==> config.mk <==
export PLATFORM = sky130hd
export DESIGN_NAME = div_unit_flat
export DESIGN_NICKNAME = d
export VERILOG_FILES = /design/src/rtl/div_unit_if.sv /design/src/rtl/div_unit.sv /design/src/flat_wrapper.sv
export SDC_FILE = /design/constraint.sdc
export NUM_CORES = 1
export LEC_CHECK = 0
export CAP_MARGIN = 15
export CORE_AREA = 5 5 153 155
export CTS_CLUSTER_DIAMETER = 80
export CTS_CLUSTER_SIZE = 14
export DETAILED_ROUTE_END_ITERATION = 12
export DIE_AREA = 0 0 158 160
export PLACE_DENSITY = 0.76
export SETUP_SLACK_MARGIN = 0.5
export SLEW_MARGIN = 10
export SYNTH_ARGS = -nofsm -noshare
export SYNTH_HDL_FRONTEND = slang
export SYNTH_SLANG_ARGS = --single-unit
==> constraint.sdc <==
create_clock -name clk -period 10.04 [get_ports clk]
set_input_delay 2.008 -clock clk [delete_from_list [all_inputs] [get_ports clk]]
set_output_delay 2.008 -clock clk [all_outputs]
set_load 0.01 [all_outputs]
==> src/rtl/div_unit_if.sv <==
// ============================================================================
// Module   : div_unit_if
// Brief    : Request/response bundle between the EX stage and the divider.
// Revision : 1.0 - initial release
// ============================================================================
`default_nettype none

interface div_unit_if;
    logic        start;
    logic [1:0]  op;
    logic [31:0] dividend;
    logic [31:0] divisor;
    logic        flush;
    logic        busy;
    logic        valid;
    logic [31:0] result;

    modport master (
        output start, op, dividend, divisor, flush,
        input  busy, valid, result
    );

    modport slave (
        input  start, op, dividend, divisor, flush,
        output busy, valid, result
    );
endinterface

`default_nettype wire

==> src/rtl/div_unit.sv <==
// ============================================================================
// Module   : div_unit
// Brief    : Iterative RV32M DIV/DIVU/REM/REMU, restoring shift-subtract, 32 cycles.
// Revision : 1.0 - initial release
// ============================================================================
`default_nettype none

module div_unit (
    input  logic            clk,
    input  logic            rst,
    div_unit_if.slave       div_bus
);

    localparam logic [1:0] c_IDLE = 2'd0;
    localparam logic [1:0] c_CALC = 2'd1;
    localparam logic [1:0] c_DONE = 2'd2;

    logic [1:0]  r_state;
    logic [1:0]  w_next_state;
    logic [5:0]  r_cnt;
    logic [31:0] r_rem;
    logic [31:0] r_quo;
    logic [31:0] r_dvs;
    logic [31:0] r_result;
    logic        r_is_rem;
    logic        r_qneg;
    logic        r_rneg;
    logic        w_busy;
    logic        w_valid;

    // Acceptance-time operand conditioning and special-case detection
    logic        w_accept;
    logic        w_signed;
    logic        w_a_neg;
    logic        w_b_neg;
    logic [31:0] w_a_mag;
    logic [31:0] w_b_mag;
    logic        w_div0;
    logic        w_ovf;
    logic        w_special;
    logic [31:0] w_special_res;

    assign w_accept  = (r_state == c_IDLE) && div_bus.start && !div_bus.flush;
    assign w_signed  = !div_bus.op[0];
    assign w_a_neg   = w_signed && div_bus.dividend[31];
    assign w_b_neg   = w_signed && div_bus.divisor[31];
    assign w_a_mag   = w_a_neg ? (32'd0 - div_bus.dividend) : div_bus.dividend;
    assign w_b_mag   = w_b_neg ? (32'd0 - div_bus.divisor)  : div_bus.divisor;
    assign w_div0    = (div_bus.divisor == 32'd0);
    assign w_ovf     = w_signed && (div_bus.dividend == 32'h8000_0000)
                                && (div_bus.divisor  == 32'hFFFF_FFFF);
    assign w_special = w_div0 || w_ovf;

    // Divide-by-zero returns the raw dividend as remainder, not its magnitude
    always_comb begin
        w_special_res = 32'd0;
        if (div_bus.op[1]) begin
            w_special_res = w_div0 ? div_bus.dividend : 32'd0;
        end else begin
            w_special_res = w_div0 ? 32'hFFFF_FFFF : 32'h8000_0000;
        end
    end

    // One restoring iteration; bit 32 of the shifted remainder implies trial >= 0
    logic [32:0] w_rem_sh;
    logic [32:0] w_trial;
    logic        w_ge;
    logic [31:0] w_rem_nx;
    logic [31:0] w_quo_nx;
    logic        w_last;
    logic [31:0] w_quo_fix;
    logic [31:0] w_rem_fix;
    logic [31:0] w_final;

    assign w_rem_sh  = {r_rem, r_quo[31]};
    assign w_trial   = w_rem_sh - {1'b0, r_dvs};
    assign w_ge      = w_rem_sh[32] || !w_trial[32];
    assign w_rem_nx  = w_ge ? w_trial[31:0] : w_rem_sh[31:0];
    assign w_quo_nx  = {r_quo[30:0], w_ge};
    assign w_last    = (r_cnt == 6'd31);
    assign w_quo_fix = r_qneg ? (32'd0 - w_quo_nx) : w_quo_nx;
    assign w_rem_fix = r_rneg ? (32'd0 - w_rem_nx) : w_rem_nx;
    assign w_final   = r_is_rem ? w_rem_fix : w_quo_fix;

    always_ff @(posedge clk) begin
        if (rst) begin
            r_state <= c_IDLE;
        end else begin
            r_state <= w_next_state;
        end
    end

    always_comb begin
        w_next_state = r_state;
        w_busy       = 1'b0;
        w_valid      = 1'b0;
        case (r_state)
            c_IDLE: begin
                if (w_accept) begin
                    w_next_state = w_special ? c_DONE : c_CALC;
                end
            end
            c_CALC: begin
                w_busy = 1'b1;
                if (div_bus.flush) begin
                    w_next_state = c_IDLE;
                end else if (w_last) begin
                    w_next_state = c_DONE;
                end
            end
            c_DONE: begin
                w_busy       = 1'b1;
                w_valid      = !div_bus.flush;
                w_next_state = c_IDLE;
            end
            default: begin
                w_next_state = c_IDLE;
            end
        endcase
    end

    always_ff @(posedge clk) begin
        if (rst) begin
            r_cnt    <= 6'd0;
            r_rem    <= 32'd0;
            r_quo    <= 32'd0;
            r_dvs    <= 32'd0;
            r_result <= 32'd0;
            r_is_rem <= 1'b0;
            r_qneg   <= 1'b0;
            r_rneg   <= 1'b0;
        end else begin
            case (r_state)
                c_IDLE: begin
                    if (w_accept) begin
                        r_is_rem <= div_bus.op[1];
                        r_qneg   <= w_a_neg ^ w_b_neg;
                        r_rneg   <= w_a_neg;
                        r_dvs    <= w_b_mag;
                        r_rem    <= 32'd0;
                        r_quo    <= w_a_mag;
                        r_cnt    <= 6'd0;
                        if (w_special) begin
                            r_result <= w_special_res;
                        end
                    end
                end
                c_CALC: begin
                    if (div_bus.flush) begin
                        r_cnt <= 6'd0;
                    end else begin
                        r_rem <= w_rem_nx;
                        r_quo <= w_quo_nx;
                        r_cnt <= w_last ? 6'd0 : (r_cnt + 6'd1);
                        if (w_last) begin
                            r_result <= w_final;
                        end
                    end
                end
                default: begin
                end
            endcase
        end
    end

    assign div_bus.busy   = w_busy;
    assign div_bus.valid  = w_valid;
    assign div_bus.result = r_result;

endmodule

`default_nettype wire

==> src/flat_wrapper.sv <==
// flat-port wrapper written by rule: the top's interface ports become plain ports
module div_unit_flat 
  (clk, rst, div_bus_start, div_bus_op, div_bus_dividend, div_bus_divisor, div_bus_flush, div_bus_busy, div_bus_valid, div_bus_result);
  div_unit_if div_bus_i ();
  input  logic clk;
  input  logic rst;
  input wire logic [$bits(div_bus_i.start)-1:0] div_bus_start;
  input wire logic [$bits(div_bus_i.op)-1:0] div_bus_op;
  input wire logic [$bits(div_bus_i.dividend)-1:0] div_bus_dividend;
  input wire logic [$bits(div_bus_i.divisor)-1:0] div_bus_divisor;
  input wire logic [$bits(div_bus_i.flush)-1:0] div_bus_flush;
  output wire logic [$bits(div_bus_i.busy)-1:0] div_bus_busy;
  output wire logic [$bits(div_bus_i.valid)-1:0] div_bus_valid;
  output wire logic [$bits(div_bus_i.result)-1:0] div_bus_result;
  assign div_bus_i.start = div_bus_start;
  assign div_bus_i.op = div_bus_op;
  assign div_bus_i.dividend = div_bus_dividend;
  assign div_bus_i.divisor = div_bus_divisor;
  assign div_bus_i.flush = div_bus_flush;
  assign div_bus_busy = div_bus_i.busy;
  assign div_bus_valid = div_bus_i.valid;
  assign div_bus_result = div_bus_i.result;
  div_unit u_core (.clk(clk), .rst(rst), .div_bus(div_bus_i));
endmodule
==> results of run 1 <==
[report_power, final]
| group | switching [mW] | leakage [nW] | internal [mW] |
|---|---|---|---|
| Sequential | 0.0523 | 1.13 | 0.600 |
| Clock | 0.290 | 0.288 | 0.355 |
| Combinational | 0.516 | 3.48 | 0.293 |
| Total | 0.858 | 4.90 | 1.25 |
[tightest hold or removal path, delay by kind of cell, from the launching register on]
family	cells	cell delay, ns
DFF	1	0.31
and+or+nand+nor	1	0.05
AOI/OAI and AO/OA	1	0.05
[final cells by class]
class	instances	area, sq um
Multi-Input combinational cell	1377	8460
Fill cell	2034	8160
Clock buffer	17	425
Timing Repair Buffer	116	1130
Sequential cell	139	2780
Inverter	58	218
Clock inverter	15	170
Tap cell	280	350
[Yosys cell counts (5+ instances only)]
master / n / area, sq um
sky130_fd_sc_hd__and3_1: 8 / 50.1
sky130_fd_sc_hd__inv_1: 57 / 214
sky130_fd_sc_hd__o21ai_1: 5 / 25.0
sky130_fd_sc_hd__dfxtp_1: 139 / 2780
sky130_fd_sc_hd__a21oi_1: 144 / 721
sky130_fd_sc_hd__o211ai_1: 30 / 225
sky130_fd_sc_hd__and4_1: 7 / 61.3
sky130_fd_sc_hd__o31a_1: 5 / 43.8
sky130_fd_sc_hd__nand2b_1: 19 / 119
sky130_fd_sc_hd__buf_4: 6 / 45.0
sky130_fd_sc_hd__nor3_1: 44 / 220
sky130_fd_sc_hd__xnor2_1: 57 / 499
sky130_fd_sc_hd__o21ai_0: 119 / 596
sky130_fd_sc_hd__buf_1: 9 / 33.8
sky130_fd_sc_hd__a22oi_1: 25 / 188
sky130_fd_sc_hd__mux2i_1: 13 / 130
sky130_fd_sc_hd__buf_2: 22 / 110
sky130_fd_sc_hd__a311oi_1: 19 / 166
sky130_fd_sc_hd__ha_1: 41 / 513
sky130_fd_sc_hd__a31oi_1: 15 / 93.8
sky130_fd_sc_hd__a41oi_1: 8 / 70.1
sky130_fd_sc_hd__or3_1: 17 / 106
sky130_fd_sc_hd__o41ai_1: 14 / 123
sky130_fd_sc_hd__o31ai_1: 29 / 218
sky130_fd_sc_hd__or2_2: 8 / 50.1
sky130_fd_sc_hd__a21o_1: 23 / 173
sky130_fd_sc_hd__a31o_2: 6 / 52.6
sky130_fd_sc_hd__o2111ai_1: 6 / 52.6
sky130_fd_sc_hd__a211oi_1: 42 / 315
sky130_fd_sc_hd__or4_1: 14 / 105
sky130_fd_sc_hd__and2_1: 10 / 62.6
sky130_fd_sc_hd__nand2_1: 199 / 747
sky130_fd_sc_hd__xor2_1: 70 / 613
sky130_fd_sc_hd__nor4_1: 19 / 119
sky130_fd_sc_hd__nor2b_1: 7 / 43.8
sky130_fd_sc_hd__a21boi_0: 5 / 37.5
sky130_fd_sc_hd__nand3_1: 24 / 120
sky130_fd_sc_hd__nor2_1: 216 / 811
sky130_fd_sc_hd__o22ai_1: 5 / 31.3
sky130_fd_sc_hd__nand4_1: 23 / 144
sky130_fd_sc_hd__o21a_1: 8 / 60.1
sky130_fd_sc_hd__clkbuf_1: 78 / 293
[routing by layer]
layer,routed length (um),GRT usage (%)
met5,0,0
met1,18400,47.6
met2,18300,48.1
met3,4660,6.68
met4,1100,8.49
[logic make-up (layout without fill, tap and decap cells)]
family | after synthesis | in the layout | synth area share, %
and+or+nand+nor | 641 | 641 | 25.2
xor gates and xnor gates | 127 | 127 | 9.31
adders and majority gates | 42 | 42 | 4.46
DFF | 139 | 139 | 23.3
muxes | 15 | 15 | 1.28
buffers and inverters | 175 | 206 | 6.04
AOI/OAI and AO/OA | 552 | 552 | 30.4
[through the flow]
step                total power [mW]  util, %
floorplan                       1.20        -
global placement                1.44     59.6
detailed placement              1.44     59.6
CTS                             2.08     62.3
global route                    2.20     62.4
finish                          2.11     62.4
[flip-flops by register name, indices dropped and copies added (netlist names)]
name / cells
u_core.r_rneg: 1
u_core.div_bus.result: 32
u_core.r_qneg: 1
u_core.r_cnt: 6
u_core.r_state: 2
u_core.r_rem: 32
u_core.r_is_rem: 1
u_core.r_quo: 32
u_core.r_dvs: 32
[path summary, 6_finish.rpt]
check / end
worst max-delay path: u_core.div_bus.result[26]$_SDFFE_PP0P_
worst min-delay path: u_core.r_dvs[0]$_SDFFE_PP0P_
worst max register to register: u_core.div_bus.result[26]$_SDFFE_PP0P_
worst min register to register: u_core.r_dvs[0]$_SDFFE_PP0P_
==> results by stage, run 1 <==
Synthesis:
- The number of nets in the synthesized netlist is 1803.
- The total of flip-flops plus latches after synthesis is 139.
- Summing every instance area after synthesis gives 0.0119 sq mm.
- The cell count after synthesis is 1691.
- For this run, the number of Yosys warnings is 0.
- The number of library cell types mapped by synthesis is 91.
- The mean cell area of the mapped netlist is 7.06 sq um.
- The share of the Yosys chip area taken by registers is 23.3%.
- Counting flops with an async set or reset pin after synthesis yields a share of 0%.
- For this run, the leading register cell type out of synthesis is sky130_fd_sc_hd__dfxtp_1.
- The number of enable flip-flop cells after synthesis is 0.

Die:
- The row count is 54.
- The top-level I/O count is 104.
- The region available for standard cell placement spans 0.0217 sq mm.
- The area enclosed by the die boundary is 0.0253 sq mm.
- The starting density of the core is 55.1%.
- From bottom edge to top edge, the die measures 160 um.
- The floorplan step set the die width to 158 um.

Finish:
- The repair_antennas step left the layout with diodes totalling 0.
- The most common cell after layout, fill and taps aside is sky130_fd_sc_hd__nor2_1.
- The number of non-filler instances in the completed layout is 2002.
- For this run, the post-layout net count is 1821.
- The area growth from synthesis to layout is 13.3%.
- The final design instance area without fill is 0.0135 sq mm.
- The fraction of layout cells with a size suffix above 1 is 5.17%.
- In the layout the commonest cells are sky130_fd_sc_hd__nor2_1 (214), sky130_fd_sc_hd__nand2_1 (199), sky130_fd_sc_hd__a21oi_1 (144).

Worst setup path:
- In this design, the stage delay of the slowest critical-path cell is 0.72 ns.
- The beginning of the worst register-to-register path is u_core.r_rem[8]$_SDFFE_PP0P_.
- The element type at the critical path end is a flop.
- The largest individual stage delay along the critical path comes from the cell sky130_fd_sc_hd__nor4_1.
- Across all register-to-register paths, the minimum setup slack is 4.77 ns.
- The cell type with the highest occurrence count on the critical path is sky130_fd_sc_hd__nand3_1.
- Together, buffers and inverters on the worst path number 3.
- The critical path goes through clkdlybuf4s50_1 -> inv_1 -> ha_1 -> or3b_2 -> nand4b_1 -> nor4_1 -> nand3_1 -> nor2_1 -> o311a_2 -> buf_4 -> nand3_1 -> a31o_1 -> and2_1.
- The start point of the critical path is div_bus_dividend[0].
- The maximum net fanout on the critical path is 65.
- The worst setup path is launched from an input pin.
- The critical path's top delay family is simple AND/OR/NAND/NOR gates.
- The data required time at the worst endpoint is 10.37 ns.
- The critical path depth is 13.
- STA puts the critical path data arrival time at 6.00 ns.
- The type of the worst setup path is input pin to flop.
- The logic depth of the worst register-to-register path is 19.

Drt:
- The number of antenna-violating nets in the routed design is 0.
- The detailed-route wire length is 42500 um.
- The number of violations reported at the end of detailed-routing iteration 0 is 1784.
- After detailed routing, the number of vias per cell comes to 6.52.
- For this run, design rule violations remaining after detail routing come to 0.
- The final route contains 13000 vias.
- The number of iterations in the first detailed-routing pass is 6.
- Dividing the detail-routed wire length by the instance count gives 21.2 um.

Timing:
- The setup TNS is 0 ns.
- The worst hold slack across all endpoints is 0.461 ns.
- Subtracting the final worst setup slack from the clock period gives 5.67 ns.
- The final hold violation count was 0.
- The total of endpoints with negative setup slack in the final report is 0.
- The worst pin sits at a relative slew slack of 22.4%.
- The count of pins over their slew limit came to 0.
- Setup repair after global routing left no endpoint under its margin.
- The setup slack after layout is 4.37 ns.
- At the pin with the least slew margin, the transition time is 1.16 ns.
- The maximum clock rate is 0.176 GHz.
- Clock skew on the completed layout was measured at 0.0101 ns.
- The final critical path takes up 56.4% of the cycle.

Placement:
- The number of placed instances, taps included, is 1969.
- The congestion estimate from routability-driven global placement came to 1.00.
- The pre-CTS setup slack is 4.01 ns.
- The sum of net half-perimeters after detailed placement is 32100 um.
- Once placement finished, the instance area stood at 0.0129 sq mm.
- During placement, the flow inserted port buffers numbering 103.

CTS:
- Counting every sink on the clock net gives 139.
- After clock tree synthesis, the clock-pin slew on the worst setup and hold paths is 0.07 ns.
- Counting the buffers created by CTS gives 17.
- For the worst-skew pair, the clock arrives at the later sink with an insertion delay of 0.44 ns.
- The total number of H-tree levels is 4.
- In this run, post-CTS hold repair placed 0 buffers.
- The post-CTS setup repair buffer count is 0.
- TritonCTS built the clock tree.
- Clock tree synthesis selected as its root buffer the cell sky130_fd_sc_hd__clkbuf_16.
- The post-cts sizing count is 0.
- The maximum number of buffers from clock root to sink is 2.

GRT:
- The aggregate global routing overflow is 0.
- The overall fraction of global-route tracks in use is 32.4%.
- The first global-routing pass estimated 65300 um of wire.
- The number of antenna violations at the first check in global routing is 0.
- The number of global-route vias before repair is 11700.
- The maximum number of pins on one net before global-route repair is 91.

Job:
- The max-capacitance violation count is 0.

Status:
- The run finished with clean final reports.

Worst hold path:
- The worst hold path passes through 2 cells.
- The worst min-delay path category is flop to flop.
- The source of the worst hold timing path is u_core.r_dvs[0]$_SDFFE_PP0P_.

Pwr:
- The worst vdd rail ir drop is 0.118 mV.
- The areal power density over the cells is 156 mW/mm^2.
- The leakage power of the design is 4.90 nW.
No activity file was read; power rests on OpenSTA's default activity.
==> run 2, diff against run 1 <==
--- a/config.mk
+++ b/config.mk
@@ -6,12 +6,12 @@
 export NUM_CORES = 1
 export LEC_CHECK = 0
 export CAP_MARGIN = 15
-export CORE_AREA = 5 5 153 155
+export CORE_AREA = 5 5 155 157
 export CTS_CLUSTER_DIAMETER = 80
 export CTS_CLUSTER_SIZE = 14
 export DETAILED_ROUTE_END_ITERATION = 12
-export DIE_AREA = 0 0 158 160
-export PLACE_DENSITY = 0.76
+export DIE_AREA = 0 0 160 162
+export PLACE_DENSITY = 0.78
 export SETUP_SLACK_MARGIN = 0.5
 export SLEW_MARGIN = 10
 export SYNTH_ARGS = -nofsm -noshare
==> constraint.sdc (replaced) <==
create_clock -name clk -period 4.9 [get_ports clk]
set_input_delay 0.98 -clock clk [delete_from_list [all_inputs] [get_ports clk]]
set_output_delay 0.98 -clock clk [all_outputs]
set_load 0.01 [all_outputs]
==> run 2 against run 1 <==
Sequential share of layout area down 0.35 points. Die area up 2.5%. Critical path depth down 2. Worst setup slack worse by 3.7 ns. First-iteration DRC count down 23%. Non-clock buffer count up 15. Global-route usage down 0.94 points. Final cell count up 1.0%. Flip-flop and latch count unchanged. Via count up 0.55%. Critical endpoint is now u_core.div_bus.result[29]$_SDFFE_PP0P_. Largest cell class unchanged.
==> results by stage, run 2 (synthesized netlist as in run 1, its figures left out) <==
Status:
- The flow ran to the end, and the final reports show no timing, DRC or antenna violations.

Worst setup path:
- For the worst setup path, the data arrival time is 4.59 ns.
- The endpoint identified for the worst register-to-register timing path is u_core.div_bus.result[4]$_SDFFE_PP0P_.
- Measured in cells, the most critical reg-to-reg path has a length of 16.
- The critical path starts at div_bus_divisor[2].
- The element type at the critical path end is a flop.
- Along the worst path, the maximum fanout reaches 5.
- The reg2reg setup slack is 0.75 ns.
- The worst setup path is launched from an input pin.
- The setup path with the least slack is of type input pin to flop.
- The beginning of the worst register-to-register path is u_core.r_rem[14]$_SDFFE_PP0P_.
- Data on the critical path is required at its endpoint by 5.23 ns.

Worst hold path:
- The worst hold path endpoint is u_core.r_dvs[18]$_SDFFE_PP0P_.
- The source of the worst hold timing path is u_core.r_dvs[18]$_SDFFE_PP0P_.
- The path class of the tightest hold or removal check is flop to flop.
- The hold-critical path depth is 2.

Pwr:
- The total power draw is 4.37 mW.
- For this design the static power due to leakage is 4.98 nW.
- The worst vdd rail ir drop is 0.281 mV.
- In this run the power density over the cells is 318 mW/mm^2.

Job:
- The max-capacitance violation count is 0.

Finish:
- Counting the fill cells in the layout gives 2058.
- The fraction of layout cells with a size suffix above 1 is 7.08%.
- From synthesis to final layout, the design area changed by 15.2%.
- After the last flow step, the layout net total stands at 1836.
- After routing the design area is 0.0138 sq mm.
- The number of non-filler instances in the completed layout is 2022.
- The number of diodes is 0.
- The top cell types in the final layout, fill and taps aside, are sky130_fd_sc_hd__nor2_1 (214), sky130_fd_sc_hd__nand2_1 (199), sky130_fd_sc_hd__a21oi_1 (140).
- Leaving out fill and tap cells, the most frequent cell in the layout is sky130_fd_sc_hd__nor2_1.

Placement:
- Routability-driven placement finished with a final weighted congestion of 0.987.
- Detailed placement ended at an HPWL of 32400 um.
- In this run the tool buffered the top-level ports with 103 buffer cells.
- The number of placed instances with taps included is 1989.
- In this run the cell area measured after placement is 0.0130 sq mm.

GRT:
- For this run, the total global-route usage over all layers was measured as 31.4%.
- The maximum number of pins on one net before global-route repair is 88.
- Summed over all layers, the global routing overflow is 0.
- The number of antenna violations at the first check in global routing is 1.
- The first global-routing pass estimated 66100 um of wire.
- The number of global-route vias before repair was 12000.

CTS:
- The maximum number of buffers from clock root to sink is 2.
- In this run, CTS created clock tree buffers numbering 17.
- The clock sink count is 139.
- The clock-pin slew on the worst setup and hold paths is 0.07 ns.
- The clock reaches the later pin of the worst-skew pair after 0.44 ns.
- The total number of H-tree levels is 4.
- TritonCTS built the clock tree.
- The root buffer cell is sky130_fd_sc_hd__clkbuf_16.

Drt:
- The final route contains 13100 vias.
- In the routed design, unresolved DRC markers number 0.
- Dividing the detail-routed wire length by the instance count gives 21.0 um.
- Summed over all layers, the routed wires come to 42500 um.
- The number of iterations in the first detailed-routing pass is 5.
- The number of vias per cell is 6.49.
- After the first detailed-routing iteration, the DRC count stood at 1373.
- The number of antenna-violating nets in the routed design is 0.

Die:
- The die covers 0.0259 sq mm.
- The die is 160 um wide.
- The row count is 55.
- The die is 162 um tall.
- The standard cell core area is 0.0224 sq mm.
- For this design the top-level I/O count stands at 104.
- For this configuration, the core starts out at a cell density of 53.4%.

Timing:
- The final clock skew is 0.0127 ns.
- The final hold violation count is 0.
- The final worst-path cycle share is 86.9%.
- The measured slew at the worst slew-check pin is 1.14 ns.
- Setup repair after global routing left no endpoint under its margin.
- The setup TNS is 0 ns.
- Static timing analysis puts the maximum clock frequency at 0.235 GHz.
- The count of pins over their slew limit is 0.
- The headroom to the max-slew limit is 24.1%.
- The final critical path time including I/O delays and setup is 4.26 ns.
- Setup violations remaining at the end of the flow were counted as 0.
-- run 2: layer usage --
layer,up-vias,global-route usage (%),routed length [um]
met5,-,0,13
met3,96,7.82,4320
li1,6219,-,-
met1,6104,42.6,17800
met2,697,50.2,19300
met4,2,8.41,1150
-- run 2: area by class of cell --
type	count	area [sq um]	area share, %
Inverter	58	218	1.58
Clock inverter	15	158	1.15
Multi-Input combinational cell	1377	8570	62.3
Timing Repair Buffer	131	1250	9.11
Sequential cell	139	2780	20.2
Clock buffer	17	425	3.09
Tap cell	285	357	2.59
-- run 2: stage by stage --
step | util, % | setup WS [ns] | hold slack [ns]
2_1_floorplan | - | 0.657 | 0.432
3_3_place_gp | 58.3 | 0.428 | 0.443
3_5_place_dp | 58.3 | 0.274 | 0.447
4_1_cts | 61.0 | 0.523 | 0.456
5_1_grt | 61.5 | 0.506 | 0.502
6_report | 61.5 | 0.644 | 0.457
-- run 2: repair_timing --
action / CTS / global route
resized for setup: 1 / 27
setup endpoints to repair: 4 / 28
hold buffers: 0 / 0
pin swaps: 1 / 3
setup buffers: 1 / 0
-- run 2: worst max-delay path by stage --
stage                                                         to  slack, ns  cells after the start
final                     u_core.div_bus.result[29]$_SDFFE_PP0P_       0.64                     11
after global routing       u_core.div_bus.result[4]$_SDFFE_PP0P_       0.51                     18
after CTS                 u_core.div_bus.result[17]$_SDFFE_PP0P_       0.52                     16
after detailed placement  u_core.div_bus.result[29]$_SDFFE_PP0P_       0.27                     11
after global placement    u_core.div_bus.result[29]$_SDFFE_PP0P_       0.43                     11
after floorplan           u_core.div_bus.result[26]$_SDFFE_PP0P_       0.66                     20
-- run 2: power by group --
part | total [mW] | switching, mW | internal, mW
Clock | 1.33 | 0.609 | 0.719
Combinational | 1.72 | 1.09 | 0.632
Sequential | 1.33 | 0.0971 | 1.23
Total | 4.37 | 1.79 | 2.58
-- run 2: critical path, stage by stage --
cell                              delay [ns]
sky130_fd_sc_hd__clkdlybuf4s50_1        0.52
sky130_fd_sc_hd__nor3_1                 0.33
sky130_fd_sc_hd__nand2b_1               0.14
sky130_fd_sc_hd__nor3_1                 0.27
sky130_fd_sc_hd__nand2_1                0.18
sky130_fd_sc_hd__or4_1                  0.67
sky130_fd_sc_hd__or4_1                  0.61
sky130_fd_sc_hd__nor2_2                 0.24
sky130_fd_sc_hd__o21ai_0                0.17
sky130_fd_sc_hd__a311o_1                0.40
sky130_fd_sc_hd__o41ai_1                0.06
